$ cat src/rtl/cmac_tx_pkg.sv
// Shared constants for the CMAC TX arbiter: default bus widths, grant encoding, FSM states.
// Latency: n/a (declarations only).
// Backpressure: n/a.
package cmac_tx_pkg;

   // Default AXIS widths for the 100G CMAC user interface.
   localparam int AXIS_DATA_W = 512;
   localparam int AXIS_KEEP_W = AXIS_DATA_W / 8;

   // One-hot grant encoding: bit0 = s0 (ERNIC), bit1 = s1 (packet generator).
   localparam logic [1:0] GNT_NONE = 2'b00;
   localparam logic [1:0] GNT_S0   = 2'b01;
   localparam logic [1:0] GNT_S1   = 2'b10;

   // State codes match the grant encoding so the grant register mirrors the state.
   typedef enum logic [1:0] {
      ST_IDLE = 2'b00,
      ST_GNT0 = 2'b01,
      ST_GNT1 = 2'b10
   } arb_state_t;

endpackage

$ cat src/rtl/cmac_tx_axis_arb_if.sv
// AXI4-Stream bundle (tvalid/tready/tdata/tkeep/tlast/tuser) used on every arbiter port.
// Latency: n/a (wiring only).
// Backpressure: tready flows from slave to master.
interface cmac_tx_axis_arb_if
   import cmac_tx_pkg::*;
#(
   parameter int DATA_W = AXIS_DATA_W,
   parameter int KEEP_W = AXIS_KEEP_W
);
   logic              tvalid;
   logic              tready;
   logic [DATA_W-1:0] tdata;
   logic [KEEP_W-1:0] tkeep;
   logic              tlast;
   logic              tuser;

   modport master (
      output tvalid, tdata, tkeep, tlast, tuser,
      input  tready
   );

   modport slave (
      input  tvalid, tdata, tkeep, tlast, tuser,
      output tready
   );
endinterface

$ cat src/rtl/cmac_tx_rr_pick.sv
// Two-request select: fixed priority (s0 first) or round-robin against the last-granted source.
// Latency: purely combinational.
// Backpressure: none; only looks at request lines.
module cmac_tx_rr_pick
   import cmac_tx_pkg::*;
(
   input  logic       req0,
   input  logic       req1,
   input  logic       prio_mode,
   input  logic       last_s1,
   output logic [1:0] pick
);

   // A tie goes to s0 in priority mode, otherwise to whichever source was not served last.
   always_comb begin
      pick = GNT_NONE;
      if (req0 && req1) begin
         pick = (prio_mode || last_s1) ? GNT_S0 : GNT_S1;
      end else if (req0) begin
         pick = GNT_S0;
      end else if (req1) begin
         pick = GNT_S1;
      end
   end

endmodule

$ cat src/rtl/cmac_tx_axis_arb.sv
// Packet-level 2:1 AXIS arbiter (ERNIC s0, packet generator s1) feeding CMAC tx_axis.
// Latency: grant one cycle after tvalid seen in IDLE; data path is a zero-latency pass-through.
// Backpressure: m_axis.tready goes straight to the granted source; non-granted/idle tready is 0.
module cmac_tx_axis_arb
   import cmac_tx_pkg::*;
#(
   parameter int DATA_W = AXIS_DATA_W,
   parameter int KEEP_W = AXIS_KEEP_W,
   parameter int CNT_W  = 16
) (
   input  logic                   aclk,
   input  logic                   aresetn,
   input  logic                   tx_enable,
   input  logic                   prio_mode,
   cmac_tx_axis_arb_if.slave      s0_axis,
   cmac_tx_axis_arb_if.slave      s1_axis,
   cmac_tx_axis_arb_if.master     m_axis,
   output logic [1:0]             grant,
   output logic [CNT_W-1:0]       pkt_cnt0,
   output logic [CNT_W-1:0]       pkt_cnt1
);

   arb_state_t        state;
   logic              last_s1;
   logic [1:0]        pick;

   logic              mux_tvalid;
   logic [DATA_W-1:0] mux_tdata;
   logic [KEEP_W-1:0] mux_tkeep;
   logic              mux_tlast;
   logic              mux_tuser;
   logic              s0_rdy;
   logic              s1_rdy;
   logic              tlast_acc;

   cmac_tx_rr_pick u_pick (
      .req0      (s0_axis.tvalid),
      .req1      (s1_axis.tvalid),
      .prio_mode (prio_mode),
      .last_s1   (last_s1),
      .pick      (pick)
   );

   // Route the owner's stream to the CMAC; everything is held at zero while idle.
   always_comb begin
      mux_tvalid = 1'b0;
      mux_tdata  = '0;
      mux_tkeep  = '0;
      mux_tlast  = 1'b0;
      mux_tuser  = 1'b0;
      s0_rdy     = 1'b0;
      s1_rdy     = 1'b0;
      case (state)
         ST_GNT0: begin
            mux_tvalid = s0_axis.tvalid;
            mux_tdata  = s0_axis.tdata;
            mux_tkeep  = s0_axis.tkeep;
            mux_tlast  = s0_axis.tlast;
            mux_tuser  = s0_axis.tuser;
            s0_rdy     = m_axis.tready;
         end
         ST_GNT1: begin
            mux_tvalid = s1_axis.tvalid;
            mux_tdata  = s1_axis.tdata;
            mux_tkeep  = s1_axis.tkeep;
            mux_tlast  = s1_axis.tlast;
            mux_tuser  = s1_axis.tuser;
            s1_rdy     = m_axis.tready;
         end
         default: ;
      endcase
   end

   assign m_axis.tvalid  = mux_tvalid;
   assign m_axis.tdata   = mux_tdata;
   assign m_axis.tkeep   = mux_tkeep;
   assign m_axis.tlast   = mux_tlast;
   assign m_axis.tuser   = mux_tuser;
   assign s0_axis.tready = s0_rdy;
   assign s1_axis.tready = s1_rdy;

   assign tlast_acc = mux_tvalid & m_axis.tready & mux_tlast;

   // Ownership FSM: grants only from IDLE (and only while TX is up), releases on the accepted
   // tlast so a packet is never cut short by tx_enable dropping.
   always_ff @(posedge aclk or negedge aresetn) begin
      if (!aresetn) begin
         state    <= ST_IDLE;
         grant    <= GNT_NONE;
         last_s1  <= 1'b1;
         pkt_cnt0 <= '0;
         pkt_cnt1 <= '0;
      end else begin
         case (state)
            ST_IDLE: begin
               if (tx_enable) begin
                  if (pick == GNT_S0) begin
                     state   <= ST_GNT0;
                     grant   <= GNT_S0;
                     last_s1 <= 1'b0;
                  end else if (pick == GNT_S1) begin
                     state   <= ST_GNT1;
                     grant   <= GNT_S1;
                     last_s1 <= 1'b1;
                  end
               end
            end
            ST_GNT0: begin
               if (tlast_acc) begin
                  state    <= ST_IDLE;
                  grant    <= GNT_NONE;
                  pkt_cnt0 <= pkt_cnt0 + CNT_W'(1);
               end
            end
            ST_GNT1: begin
               if (tlast_acc) begin
                  state    <= ST_IDLE;
                  grant    <= GNT_NONE;
                  pkt_cnt1 <= pkt_cnt1 + CNT_W'(1);
               end
            end
            default: begin
               state <= ST_IDLE;
               grant <= GNT_NONE;
            end
         endcase
      end
   end

endmodule

$ cat src/flat_wrapper.sv
// flat-port wrapper written by rule: the top's interface ports become plain ports
module cmac_tx_axis_arb_flat import cmac_tx_pkg::*;
#(
   parameter int DATA_W = AXIS_DATA_W,
   parameter int KEEP_W = AXIS_KEEP_W,
   parameter int CNT_W  = 16
)
  (aclk, aresetn, tx_enable, prio_mode, grant, pkt_cnt0, pkt_cnt1, s0_axis_tvalid, s0_axis_tdata, s0_axis_tkeep, s0_axis_tlast, s0_axis_tuser, s0_axis_tready, s1_axis_tvalid, s1_axis_tdata, s1_axis_tkeep, s1_axis_tlast, s1_axis_tuser, s1_axis_tready, m_axis_tvalid, m_axis_tdata, m_axis_tkeep, m_axis_tlast, m_axis_tuser, m_axis_tready);
  cmac_tx_axis_arb_if #(.DATA_W(DATA_W), .KEEP_W(KEEP_W)) s0_axis_i ();
  cmac_tx_axis_arb_if #(.DATA_W(DATA_W), .KEEP_W(KEEP_W)) s1_axis_i ();
  cmac_tx_axis_arb_if #(.DATA_W(DATA_W), .KEEP_W(KEEP_W)) m_axis_i ();
  input  logic aclk;
  input  logic aresetn;
  input  logic tx_enable;
  input  logic prio_mode;
  output logic [1:0] grant;
  output logic [CNT_W-1:0] pkt_cnt0;
  output logic [CNT_W-1:0] pkt_cnt1;
  input wire logic [$bits(s0_axis_i.tvalid)-1:0] s0_axis_tvalid;
  input wire logic [$bits(s0_axis_i.tdata)-1:0] s0_axis_tdata;
  input wire logic [$bits(s0_axis_i.tkeep)-1:0] s0_axis_tkeep;
  input wire logic [$bits(s0_axis_i.tlast)-1:0] s0_axis_tlast;
  input wire logic [$bits(s0_axis_i.tuser)-1:0] s0_axis_tuser;
  output wire logic [$bits(s0_axis_i.tready)-1:0] s0_axis_tready;
  input wire logic [$bits(s1_axis_i.tvalid)-1:0] s1_axis_tvalid;
  input wire logic [$bits(s1_axis_i.tdata)-1:0] s1_axis_tdata;
  input wire logic [$bits(s1_axis_i.tkeep)-1:0] s1_axis_tkeep;
  input wire logic [$bits(s1_axis_i.tlast)-1:0] s1_axis_tlast;
  input wire logic [$bits(s1_axis_i.tuser)-1:0] s1_axis_tuser;
  output wire logic [$bits(s1_axis_i.tready)-1:0] s1_axis_tready;
  output wire logic [$bits(m_axis_i.tvalid)-1:0] m_axis_tvalid;
  output wire logic [$bits(m_axis_i.tdata)-1:0] m_axis_tdata;
  output wire logic [$bits(m_axis_i.tkeep)-1:0] m_axis_tkeep;
  output wire logic [$bits(m_axis_i.tlast)-1:0] m_axis_tlast;
  output wire logic [$bits(m_axis_i.tuser)-1:0] m_axis_tuser;
  input wire logic [$bits(m_axis_i.tready)-1:0] m_axis_tready;
  assign s0_axis_i.tvalid = s0_axis_tvalid;
  assign s0_axis_i.tdata = s0_axis_tdata;
  assign s0_axis_i.tkeep = s0_axis_tkeep;
  assign s0_axis_i.tlast = s0_axis_tlast;
  assign s0_axis_i.tuser = s0_axis_tuser;
  assign s0_axis_tready = s0_axis_i.tready;
  assign s1_axis_i.tvalid = s1_axis_tvalid;
  assign s1_axis_i.tdata = s1_axis_tdata;
  assign s1_axis_i.tkeep = s1_axis_tkeep;
  assign s1_axis_i.tlast = s1_axis_tlast;
  assign s1_axis_i.tuser = s1_axis_tuser;
  assign s1_axis_tready = s1_axis_i.tready;
  assign m_axis_tvalid = m_axis_i.tvalid;
  assign m_axis_tdata = m_axis_i.tdata;
  assign m_axis_tkeep = m_axis_i.tkeep;
  assign m_axis_tlast = m_axis_i.tlast;
  assign m_axis_tuser = m_axis_i.tuser;
  assign m_axis_i.tready = m_axis_tready;
  cmac_tx_axis_arb #(.DATA_W(DATA_W), .KEEP_W(KEEP_W), .CNT_W(CNT_W)) u_core (.aclk(aclk), .aresetn(aresetn), .tx_enable(tx_enable), .prio_mode(prio_mode), .s0_axis(s0_axis_i), .s1_axis(s1_axis_i), .m_axis(m_axis_i), .grant(grant), .pkt_cnt0(pkt_cnt0), .pkt_cnt1(pkt_cnt1));
endmodule
$ cat config.mk
export PLATFORM = sky130hd
export DESIGN_NAME = cmac_tx_axis_arb_flat
export DESIGN_NICKNAME = d
export VERILOG_FILES = /design/src/rtl/cmac_tx_pkg.sv /design/src/rtl/cmac_tx_axis_arb_if.sv /design/src/rtl/cmac_tx_rr_pick.sv /design/src/rtl/cmac_tx_axis_arb.sv /design/src/flat_wrapper.sv
export SDC_FILE = /design/constraint.sdc
export NUM_CORES = 1
export LEC_CHECK = 0
export CAP_MARGIN = 25
export CORE_AREA = 2 2 683 685
export CTS_CLUSTER_SIZE = 25
export DETAILED_ROUTE_END_ITERATION = 6
export DIE_AREA = 0 0 685 687
export DONT_BUFFER_PORTS = 1
export MAX_ROUTING_LAYER = met4
export PLACE_DENSITY = 0.3
export SETUP_SLACK_MARGIN = 0.4
export SLEW_MARGIN = 0
export SYNTH_ARGS = -nofsm -noshare
export SYNTH_HDL_FRONTEND = slang
export SYNTH_SLANG_ARGS = --single-unit
$ cat constraint.sdc
create_clock -name aclk -period 1.9 [get_ports aclk]
set_input_delay 0.38 -clock aclk [delete_from_list [all_inputs] [get_ports aclk]]
set_output_delay 0.38 -clock aclk [all_outputs]
set_load 0.05 [all_outputs]
# After elaboration in Yosys (flattened, before gate mapping)
# Cells that the tools add are included.
# Widths: inputs -> output; s select.
[word_totals]
ff_bits = 35
inputBits = 1163
output_inout_bits = 615
[op_classes]
add_sub_neg = 2
n_eq_ne = 7
muxes = 18
bitwise_logic = 2
n_reduce_logical = 9
[ops]
columns = ["operator", "count"]
rows = [
  ["$pmux 512 s2", 1],
  ["$pmux 64 s2", 1],
  ["$add 16x1->16 const B", 2],
  ["$mux 2", 8],
  ["$pmux 1 s2", 3],
  ["$reduce_and 3->1", 2],
  ["$eq 2x1->1 const B", 2],
  ["$eq 2x2->1 const B", 2],
  ["$mux 1", 4],
  ["$pmux 2 s2", 1],
  ["$reduce_and 2->1", 2],
  ["$ne 3x1->1 const B", 1],
  ["$and 1x1->1", 2],
  ["$logic_not 2->1", 1],
  ["$ne 2x1->1 const B", 1],
  ["$ne 2x2->1 const B", 1],
  ["$reduce_bool 2->1", 1],
  ["$reduce_or 2->1", 1],
  ["$logic_and 1x1->1", 1],
  ["$logic_or 1x1->1", 1],
]

# Depth between registers and ports, before layout
# Gate-level depths: netlist of run 1.
[depth]
depth_word = 8
ltp_mapped = 8

# Cells and area by module
# From an unflattened synthesis of run 1, not the netlist that was laid out.
[hier_totals]
cells_unflattened = 1512
hier_area_um2 = 10478.8
[modules_own_cells]
columns = ["mod", "instances", "cells_per_inst", "area_per_inst_um2", "seq_area_each_um2"]
rows = [
  ["cmac_tx_axis_arb", 1, 1508, 10456.3, 877.1],
  ["cmac_tx_rr_pick", 1, 4, 22.5, 0.0],
]

# Worst setup path before layout of run 1
# Ideal clock, no wire load.
[synth_path]
kind = "flip-flop to output port"
startpoint = "register, netlist name u_core.grant[0]"
endpoint = "output m_axis_tdata[296]"
arrival_ns = 2.416
required_time_ns = 1.520
setup_slack_ns = -0.896
stages_incl_launch_ff = 8
n_path_buf = 3
cell_sequence = "dfrtp_1 > inv_1 > ha_1 > inv_1 > buf_2 > clkbuf_1 > clkbuf_1 > nor2_1"
[synth_lines]
columns = ["element", "line", "rtl"]
rows = [
  ["end: declaration", "flat_wrapper.sv:32", "output wire logic [$bits(m_axis_i.tdata)-1:0] m_axis_tdata;"],
]

==> run metrics, run 1 <==
antenna viol nets, final=0; synth top area cells=a22oi_1 47%, nor2_1 24%, dfrtp_1 9.3%; Rows=250; die area=471,000 µm²; slowest CP cell=a22oi_2; Tcrit/Tclk final=1.62; final hold vios=0; most frequent cells in the layout=494 x buf_4, 377 x a22oi_1, 350 x buf_12; Setup crit end kind=output pin; Worst Hold Class=primary input to register; Synth Cell Area=roughly 9000 µm²; Tot Pwr=55.5 mW; net count after synthesis=2,678; clk_skew=~11 ps; Post-route DRC=0; CTS tree=done; vias in the first global route=roughly 22,000; initial antenna violation count=480; largest net degree at the start of global routing=36; Final setup viols=slightly above 600; post-route setup TNS=-554,060 ps; min Tclk post-route=3080 ps; synth warn=0; total CTS buffers=5; die extent in x=685 µm; dpl ws=-1760 ps; DR vias=23,100; Multi-input gate area=10,300 µm²; post-layout util=0.0756; Layout area overhead=283%; clock sink total=35; Critical Path AT=2700 ps; All-Layer GR Usage=0.217; Nets=3,598; ys async rst share=1.00; TritonRoute pass-1 iters=5; number of synthesized flops with an enable pin=0; Filler Cell Count=54,200; HPWL Detailed=484 mm; leading cell type in the layout, fill and taps excluded=buf_4; critical path startpoint category=register; M3 GR Usage=0.161; routed wire length per instance=58.2 µm; GR peak layer=met2; fin cells=8,968; PwrDens=1590 nW/µm²; Leakage=10.2 nW; number of max-cap violations=0; M2 GR Usage=0.325; worst path cell trace=buf_6 > ha_4 > buf_6 > buf_16 > buf_8 > a22oi_2 > nor2_4 > buf_8; CTS Root Cell=clkbuf_16; DRT iter0 DRCs=about 2,400; Top FF cell, synth=dfrtp_1; peak supply drop=0.417 mV; mean number of vias per cell=2.57; Boundary Pins=around 1,800; Gate Count Post-Synth=between 1,500 and 2,000; Relative slew margins=0.475; Clock Pin Slew Worst Setup and Hold Paths=70 ps; Crit Path Max Fanout=11; outcome=finished with violations; H-tree depth=2; clk buf depth=2; setup slack after layout=-1180 ps; final slew viol count=0; first-pass GRT wire length=579 mm; M1 GR Usage=0.215; gr ovfl total=0; GP Congestion=1.12; Crit path required time=1520 ps; Post-Place Cells=8,447; #FFs+latches synth=35; Initial Util=0.0197; critical path type=register to output pin; die height=687 µm; Core Area=463,000 µm²; PortBufs=0; worst skew pair latency=approximately 310 ps; Worst-Margin Slew=781 ps; sequential share of the synthesized area=0.0961; Yosys cell types=34; violated checks=setup timing; unrepaired setup endpoints after global routing=yes; Max Freq=325 MHz; post-synth top area cell=a22oi_1; Yosys top cell area share=0.475; crit-path max cell delay=550 ps; final WL=522 mm; share of layout cells above drive strength 1=0.713; syn_area_per_cell=6.04 µm²; Reg area=slightly below 900 µm²
worst paths after layout:
kind,from,end,slack [ps],depth (start not counted)
setup / recovery,u_core.grant[1]$_DFFE_PN0P_,m_axis_tdata[489],-1180,8
hold / removal,tx_enable,u_core.last_s1$_DFFE_PN1P_,470,2
setup reg to reg,u_core.grant[0]$_DFFE_PN0P_,u_core.pkt_cnt1[8]$_DFFE_PN0P_,-970,10
hold reg to reg,u_core.last_s1$_DFFE_PN1P_,u_core.last_s1$_DFFE_PN1P_,590,2
max in group asynchronous,aresetn,u_core.last_s1$_DFFE_PN1P_,980,2
min in group asynchronous,aresetn,u_core.pkt_cnt1[4]$_DFFE_PN0P_,650,2
cell type report:
type | instances | area share
Timing Repair Buffer | 1108 | 0.429
Multi-Input combinational cell | 1273 | 0.294
Tap cell | 6174 | 0.221
Antenna cell | 363 | 0.0260
Sequential cell | 35 | 0.0252
Clock buffer | 6 | 0.00369
Inverter | 7 | 0.00143
Clock inverter | 2 | 0.000394
metrics by stage:
stage / instance area, µm² / hold WS, ps
6_report: 35000 / 473
2_1_floorplan: 9820 / 84.4
5_1_grt: 34900 / 479
3_3_place_gp: 28100 / 86.9
3_5_place_dp: 28300 / 86.8
4_1_cts: 31600 / 470
power breakdown:
group / internal, mW / total, mW / leakage [nW] / switching, mW
clock: 0.490 / 0.923 / 0.0731 / 0.433
sequential: 0.790 / 0.842 / 0.471 / 0.0522
combinational: 18.1 / 53.7 / 9.65 / 35.6
total: 19.4 / 55.5 / 10.2 / 36.1
Yosys cell counts, types with 2 or more instances:
library cell / instances
nor3b_1: 2
nand4_2: 2
nor2_1: 582
dfrtp_1: 34
nand2_1: 13
nor3_1: 10
and4_1: 3
nor4_1: 2
o21ai_0: 2
mux2_2: 2
clkbuf_1: 87
a22oi_1: 577
inv_1: 7
and3_1: 4
and2_1: 7
nand4_1: 9
nor4_2: 4
buf_1: 21
buf_2: 85
a21o_1: 3
buf_4: 2
xnor2_1: 14
nand3_1: 8
xor2_1: 16
ha_1: 5
state kept, by name, summed over array words and instances, names as in the netlist:
| signal | cells |
|---|---|
| u_core.grant | 2 |
| u_core.last_s1 | 1 |
| u_core.pkt_cnt0 | 16 |
| u_core.pkt_cnt1 | 16 |
critical path: cells and delay by family, from the launching register on:
family,cells,cell delay [ps]
AND/OR/NAND/NOR,1,200
buffers and inverters,5,890
adder cells (fa/ha/maj),1,190
AO/OA/AOI/OAI,1,550
flip-flops,1,460
kinds of logic (layout without fill, tap and decap cells):
family / count (synthesis) / after routing / share of synthesized area
AO/OA/AOI/OAI: 588 / 588 / 0.484
XOR/XNOR: 30 / 30 / 0.0288
adder cells (fa/ha/maj): 5 / 5 / 0.00686
buffers and inverters: 202 / 1123 / 0.0956
flip-flops: 35 / 35 / 0.0961
multiplexers: 2 / 2 / 0.00247
other: 0 / 363 / 0
AND/OR/NAND/NOR: 648 / 648 / 0.286
timing repair:
action / in CTS / in global routing
setup buffers: 43 / 62
hold buffers: 2 / 0
resized for setup: 487 / 344
endpoints found under the setup margin: 622 / 624
endpoints found under the hold margin: 35 / 0
gates cloned: 24 / 19
pin swaps: 100 / 116
metal layers:
| metal | vias to the layer above | share of wire |
|---|---|---|
| met2 | 2382 | 0.43 |
| met5 | - | 0 |
| li1 | 7954 | - |
| met3 | 784 | 0.17 |
| met4 | 0 | 0.049 |
| met1 | 11900 | 0.35 |
(Power assumes the default switching activity.)
==> run 2, diff against run 1 <==
- MAX_ROUTING_LAYER: met4 -> unset
==> run 2 against run 1 <==
The run still ends with setup timing left. First-iteration DRC count decreased by 19%. Global-route usage decreased by 6.0 points. Cell area decreased by 0.18%. Largest power group unchanged. Die area unchanged. Via count decreased by 9.0%. Highest routed layer is now met5. Worst hold slack got worse by 100 ps.
==> run metrics, run 2 (synthesized netlist as in run 1, its figures left out) <==
share of layout cells above drive strength 1=0.713; Layout area overhead=283%; NetSw=28.1 mW; setup slack after layout=-1160 ps; outcome=finished with violations; total CTS buffers=5; Comb power frac=0.962; GP Congestion=1.16; Max Freq=327 MHz; DR vias=21,000; Tcrit/Tclk final=1.61; number of max-cap violations=0; vias in the first global route=18,200; mean number of vias per cell=2.39; cell depth of the worst hold path=2; H-tree depth=2; min Tclk post-route=approximately 3000 ps; All-Layer GR Usage=0.158; Final setup viols=615; Flop pwr share=0.017; most frequent cells in the layout=442 x buf_4, 350 x buf_12, 303 x a22oi_1; DRT iter0 DRCs=1,957; clock sink total=35; routed wire length per instance=45.1 µm; Leakage=10.4 nW; Critical Path AT=about 2700 ps; Nets=3,609; die extent in x=685 µm; peak supply drop=0.557 mV; leading cell type in the layout, fill and taps excluded=buf_4; initial antenna violation count=451; PortBufs=0; Rows=250; die height=687 µm; CTS Root Cell=clkbuf_16; clk_skew=between 5 and 6 ps; P_int=20.6 mW; final hold vios=0; die area=471,000 µm²; Worst Hold Class=primary input to register; Relative slew margins=0.284; Crit path required time=1520 ps; Post-route DRC=0; largest net degree at the start of global routing=45; Boundary Pins=1,778; Setup crit end kind=output pin; TritonRoute pass-1 iters=6; largest registers=u_core.pkt_cnt0 x16, u_core.pkt_cnt1 x16, u_core.grant x2; R2R depth=13; power share of the clock group=0.021; Cell Area, Placed=28,100 µm²; Worst-Margin Slew=1070 ps; Switching Fraction=0.577; Crit Path Max Fanout=6; HPWL Detailed=around 360 mm; gr ovfl total=0; final slew viol count=0; critical path startpoint category=register; Initial Util=0.0197; post-route design area=34,900 µm²; unrepaired setup endpoints after global routing=yes; violated checks=setup timing; worst skew pair latency=290 ps; Tot Pwr=48.7 mW; first-pass GRT wire length=429 mm; Core Area=roughly 460,000 µm²; clk buf depth=2; Clock Pin Slew Worst Setup and Hold Paths=about 60 ps; PwrDens=roughly 1400 nW/µm²; CTS tree=done; critical path type=register to output pin; final WL=395 mm; antenna viol nets, final=0
## run 2: changes by cell type in the layout (fill, tap and decap cells not counted), sizes merged
cell and change:
buf +6, bufbuf -2, bufinv +1, clkbuf +7, clkinv -1, diode -211
## run 2: power by group through the flow
stage	registers, mW	logic [mW]	clock network, mW
floorplan	0.912	17.4	0
global placement	0.826	36.7	0
detailed placement	0.828	36.6	0
CTS	0.821	42.6	1.07
global route	0.825	48.7	1.08
finish	0.821	46.8	1.03
## run 2: path summary, 6_finish.rpt
check                                                     start                         endpoint  slack, ps
worst max-delay path                u_core.grant[1]$_DFFE_PN0P_                m_axis_tdata[324]      -1160
worst min-delay path                                  tx_enable       u_core.last_s1$_DFFE_PN1P_        370
worst max register to register      u_core.grant[1]$_DFFE_PN0P_   u_core.pkt_cnt1[4]$_DFFE_PN0P_       -670
worst min register to register  u_core.pkt_cnt0[15]$_DFFE_PN0P_  u_core.pkt_cnt0[15]$_DFFE_PN0P_        470
max in group asynchronous                               aresetn       u_core.last_s1$_DFFE_PN1P_       1080
min in group asynchronous                               aresetn   u_core.pkt_cnt1[9]$_DFFE_PN0P_        540
## run 2: layout make-up
| class | instances | area [µm²] |
|---|---|---|
| fill | 54100 | 428000 |
| timing repair buffer | 1119 | 15500 |
| multi-input combinational | 1273 | 10200 |
| tap | 6174 | 7720 |
| sequential | 35 | 880 |
| antenna | 152 | 380 |
| clock buffer | 6 | 139 |
| inverter | 7 | 41.3 |
| clock inverter | 2 | 38.8 |
## run 2: per-layer routing
metal	up-vias	part of all wire	GRT usage
met3	937	0.22	0.165
met1	9875	0.33	0.148
met5	-	0.0072	0.00704
li1	7718	-	-
met2	2106	0.41	0.232
met4	350	0.040	0.0416
## run 2: metrics by stage
step	worst slack [ps]	hold slack [ps]	utilization	instances	TNS, ps
6_report	-1160	369	0.0754	8768	-476900
3_3_place_gp	-1300	86.2	0.0606	8430	-241990
2_1_floorplan	-721	84.4	-	1510	-382540
5_1_grt	-1070	379	0.0749	8664	-520090
3_5_place_dp	-1300	86.2	0.0606	8433	-251220
4_1_cts	-1040	355	0.0681	8544	-450670
## run 2: worst max-delay path, cell delays in order (launching register included)
cell,delay [ps]
dfrtp_2,430
buf_6,130
ha_4,180
buf_12,150
buf_16,160
buf_16,150
a22oi_2,820
nor2_4,100
buf_12,200
## run 2: repair_timing
item                                    in CTS  in global routing
pin swaps                                  116                128
hold endpoints to repair                    35                  0
endpoints found under the setup margin     615                616
buffers inserted                            64                 46
gates cloned                                37                 26
resized for setup                          363                495
hold buffers                                 2                  0
==> run 3, diff against run 2 <==
- CORE_AREA: 2 2 683 685 -> 2 2 696 698
- DIE_AREA: 0 0 685 687 -> 0 0 698 700
- clock period: 1.9 -> 3.7 ns (I/O delays scaled with it)
==> run 3 against run 2 <==
The run now fails in global placement (3_3_place_gp). Synthesized cell count did not move. Area after synthesis unchanged.
==> run metrics, run 3 <==
Boundary Pins=1,778; syn_area_per_cell=6.04 µm²; number of synthesized flops with an enable pin=0; Yosys cell types=34; Initial Util=0.0190; synth top area cells=a22oi_1 47%, nor2_1 24%, dfrtp_1 9.3%; Rows=roughly 260; die extent in x=698 µm; synth warn=0; ys async rst share=1.00; post-synth top area cell=a22oi_1; Gate Count Post-Synth=1,510; #FFs+latches synth=35; Exit stage=global placement (3_3_place_gp); synth cell count leaders=582 x nor2_1, 577 x a22oi_1, 87 x clkbuf_1; cell with the most instances after synthesis=nor2_1; Top FF cell, synth=dfrtp_1; die height=700 µm; Err=[ERROR GPL-0305] RePlAce diverged during gradient descent calculation, resulting in an invalid step length (Inf or NaN). This is often caused by numerical instability ...; PortBufs=0; sequential share of the synthesized area=0.0961; Yosys top cell area share=0.475; net count after synthesis=around 2,700; outcome=stopped before the end; Synth Cell Area=9120 µm²
## run 3: cell counts after synthesis
Identical to the previous run, type by type.
## run 3: logic make-up after synthesis
| group | Yosys count | share of synthesized area |
|---|---|---|
| buffers and inverters | 202 | 0.0956 |
| muxes | 2 | 0.00247 |
| adders and majority gates | 5 | 0.00686 |
| DFF | 35 | 0.0961 |
| and+or+nand+nor | 648 | 0.286 |
| xor gates and xnor gates | 30 | 0.0288 |
| AOI/OAI and AO/OA | 588 | 0.484 |
==> run 4, diff against run 3 <==
- CORE_AREA: 2 2 696 698 -> 2 2 685 687
- CTS_CLUSTER_SIZE: 25 -> unset
- DIE_AREA: 0 0 698 700 -> 0 0 687 689
- PLACE_DENSITY: 0.3 -> unset
- PLACE_DENSITY_LB_ADDON: unset -> 0.15
- SETUP_SLACK_MARGIN: 0.4 -> unset
==> run 4 against run 3 <==
The run now ends clean.
==> run metrics, run 4 (synthesized netlist as in run 1, its figures left out) <==
Crit path required time=2960 ps; Core Area=466,000 µm²; TritonRoute pass-1 iters=6; hold buffers post-CTS=0; Relative slew margins=0.201; Initial Util=0.0196; post-CTS setup buffer count=0; die extent in x=687 µm; Worst-Margin Slew=1200 ps; slowest CP cell=nor2_1; critical path type=register to output pin; first-pass GRT wire length=395 mm; clk_skew=6.81 ps; final WL=361 mm; share of layout cells above drive strength 1=0.405; largest registers=u_core.pkt_cnt0 x16, u_core.pkt_cnt1 x16, u_core.grant x2; Clock Pin Slew Worst Setup and Hold Paths=around 70 ps; worst skew pair latency=300 ps; final hold vios=0; Leakage=~6.9 nW; number of max-cap violations=0; Post-route DRC=0; GP Congestion=roughly 1.1; H-tree depth=2; unrepaired setup endpoints after global routing=no; Tcrit/Tclk final=0.961; outcome=finished clean; Cell Area, Placed=23,800 µm²; Buf/Inv on CP=4; post-CTS resize count=0; most frequent cells in the layout=577 x a22oi_1, 550 x buf_4, 500 x nor2_1; clock sink total=35; Nets=3,212; post-route design area=roughly 24,000 µm²; largest net degree at the start of global routing=72; min Tclk post-route=3560 ps; die area=473,000 µm²; CTS Root Cell=clkbuf_16; mean number of vias per cell=2.24; HPWL Detailed=around 340 mm; routed wire length per instance=43.0 µm; initial antenna violation count=487; gr ovfl total=0; worst path cell trace=buf_4 > ha_4 > buf_12 > buf_4 > a22oi_1 > nor2_1 > buf_12; critical path startpoint category=register; PortBufs=0; crit-path max cell delay=500 ps; DRT iter0 DRCs=2,049; dpl ws=508 ps; Critical Path AT=2820 ps; die height=about 690 µm; Layout area overhead=167%; Max Freq=281 MHz; Rows=approximately 250; Worst Hold Class=primary input to asynchronous set/reset pin; CTS tree=done; setup slack after layout=143 ps; vias in the first global route=16,200; DR vias=18,800; Boundary Pins=approximately 1,800; antenna viol nets, final=0; Filler Cell Count=55,500; peak supply drop=around 0.27 mV; Top delay family on crit path=buffers and inverters; Final setup viols=0; leading cell type in the layout, fill and taps excluded=a22oi_1; Crit Path Max Fanout=40; post-route setup TNS=0 ps; final slew viol count=0; clk buf depth=2; total CTS buffers=5; All-Layer GR Usage=0.145; PwrDens=roughly 680 nW/µm²; Setup crit end kind=output pin
-- run 4: final timing paths --
| check | start | end | slack (ps) | cells past startpoint |
|---|---|---|---|---|
| worst min register to register | u_core.last_s1$_DFFE_PN1P_ | u_core.last_s1$_DFFE_PN1P_ | 490 | 2 |
| worst min-delay path | aresetn | u_core.pkt_cnt0[14]$_DFFE_PN0P_ | 120 | 0 |
| max in group asynchronous | aresetn | u_core.last_s1$_DFFE_PN1P_ | 3380 | 0 |
| worst max register to register | u_core.grant[1]$_DFFE_PN0P_ | u_core.pkt_cnt1[1]$_DFFE_PN0P_ | 1040 | 9 |
| min in group aclk | u_core.last_s1$_DFFE_PN1P_ | u_core.last_s1$_DFFE_PN1P_ | 490 | 2 |
| worst max-delay path | u_core.grant[1]$_DFFE_PN0P_ | m_axis_tkeep[5] | 140 | 7 |
-- run 4: layer usage --
| metal | global-route usage | share of wire |
|---|---|---|
| met1 | 0.149 | 0.35 |
| met2 | 0.249 | 0.48 |
| met5 | 0 | 0.0044 |
| met4 | 0.0394 | 0.036 |
| met3 | 0.0829 | 0.13 |
-- run 4: report_power, final --
group	leakage (nW)	switching [mW]	internal, mW
registers	0.474	0.0251	0.404
logic	6.37	11.1	4.45
clock network	0.0741	0.207	0.270
total	6.92	11.4	5.13
-- run 4: cell type report --
class / instances / area (µm²) / area share
Timing Repair Buffer: 722 / 7560 / 0.310
Sequential cell: 35 / 877 / 0.0360
Antenna cell: 160 / 400 / 0.0164
Clock buffer: 6 / 139 / 0.00569
Tap cell: 6198 / 7750 / 0.318
Clock inverter: 2 / 16.3 / 0.000667
Multi-Input combinational cell: 1273 / 7600 / 0.312
Inverter: 7 / 33.8 / 0.00139
-- run 4: through the flow --
stage | std cells | total power [mW] | hold WS, ps | util
detailed placement | 8235 | 16.3 | 445 | 0.0511
CTS | 8243 | 16.8 | 107 | 0.0515
global route | 8285 | 17.1 | 103 | 0.0517
floorplan | 1510 | 8.76 | 444 | -
finish | 8403 | 16.5 | 125 | 0.0523
global placement | 8235 | 16.3 | 446 | 0.0511
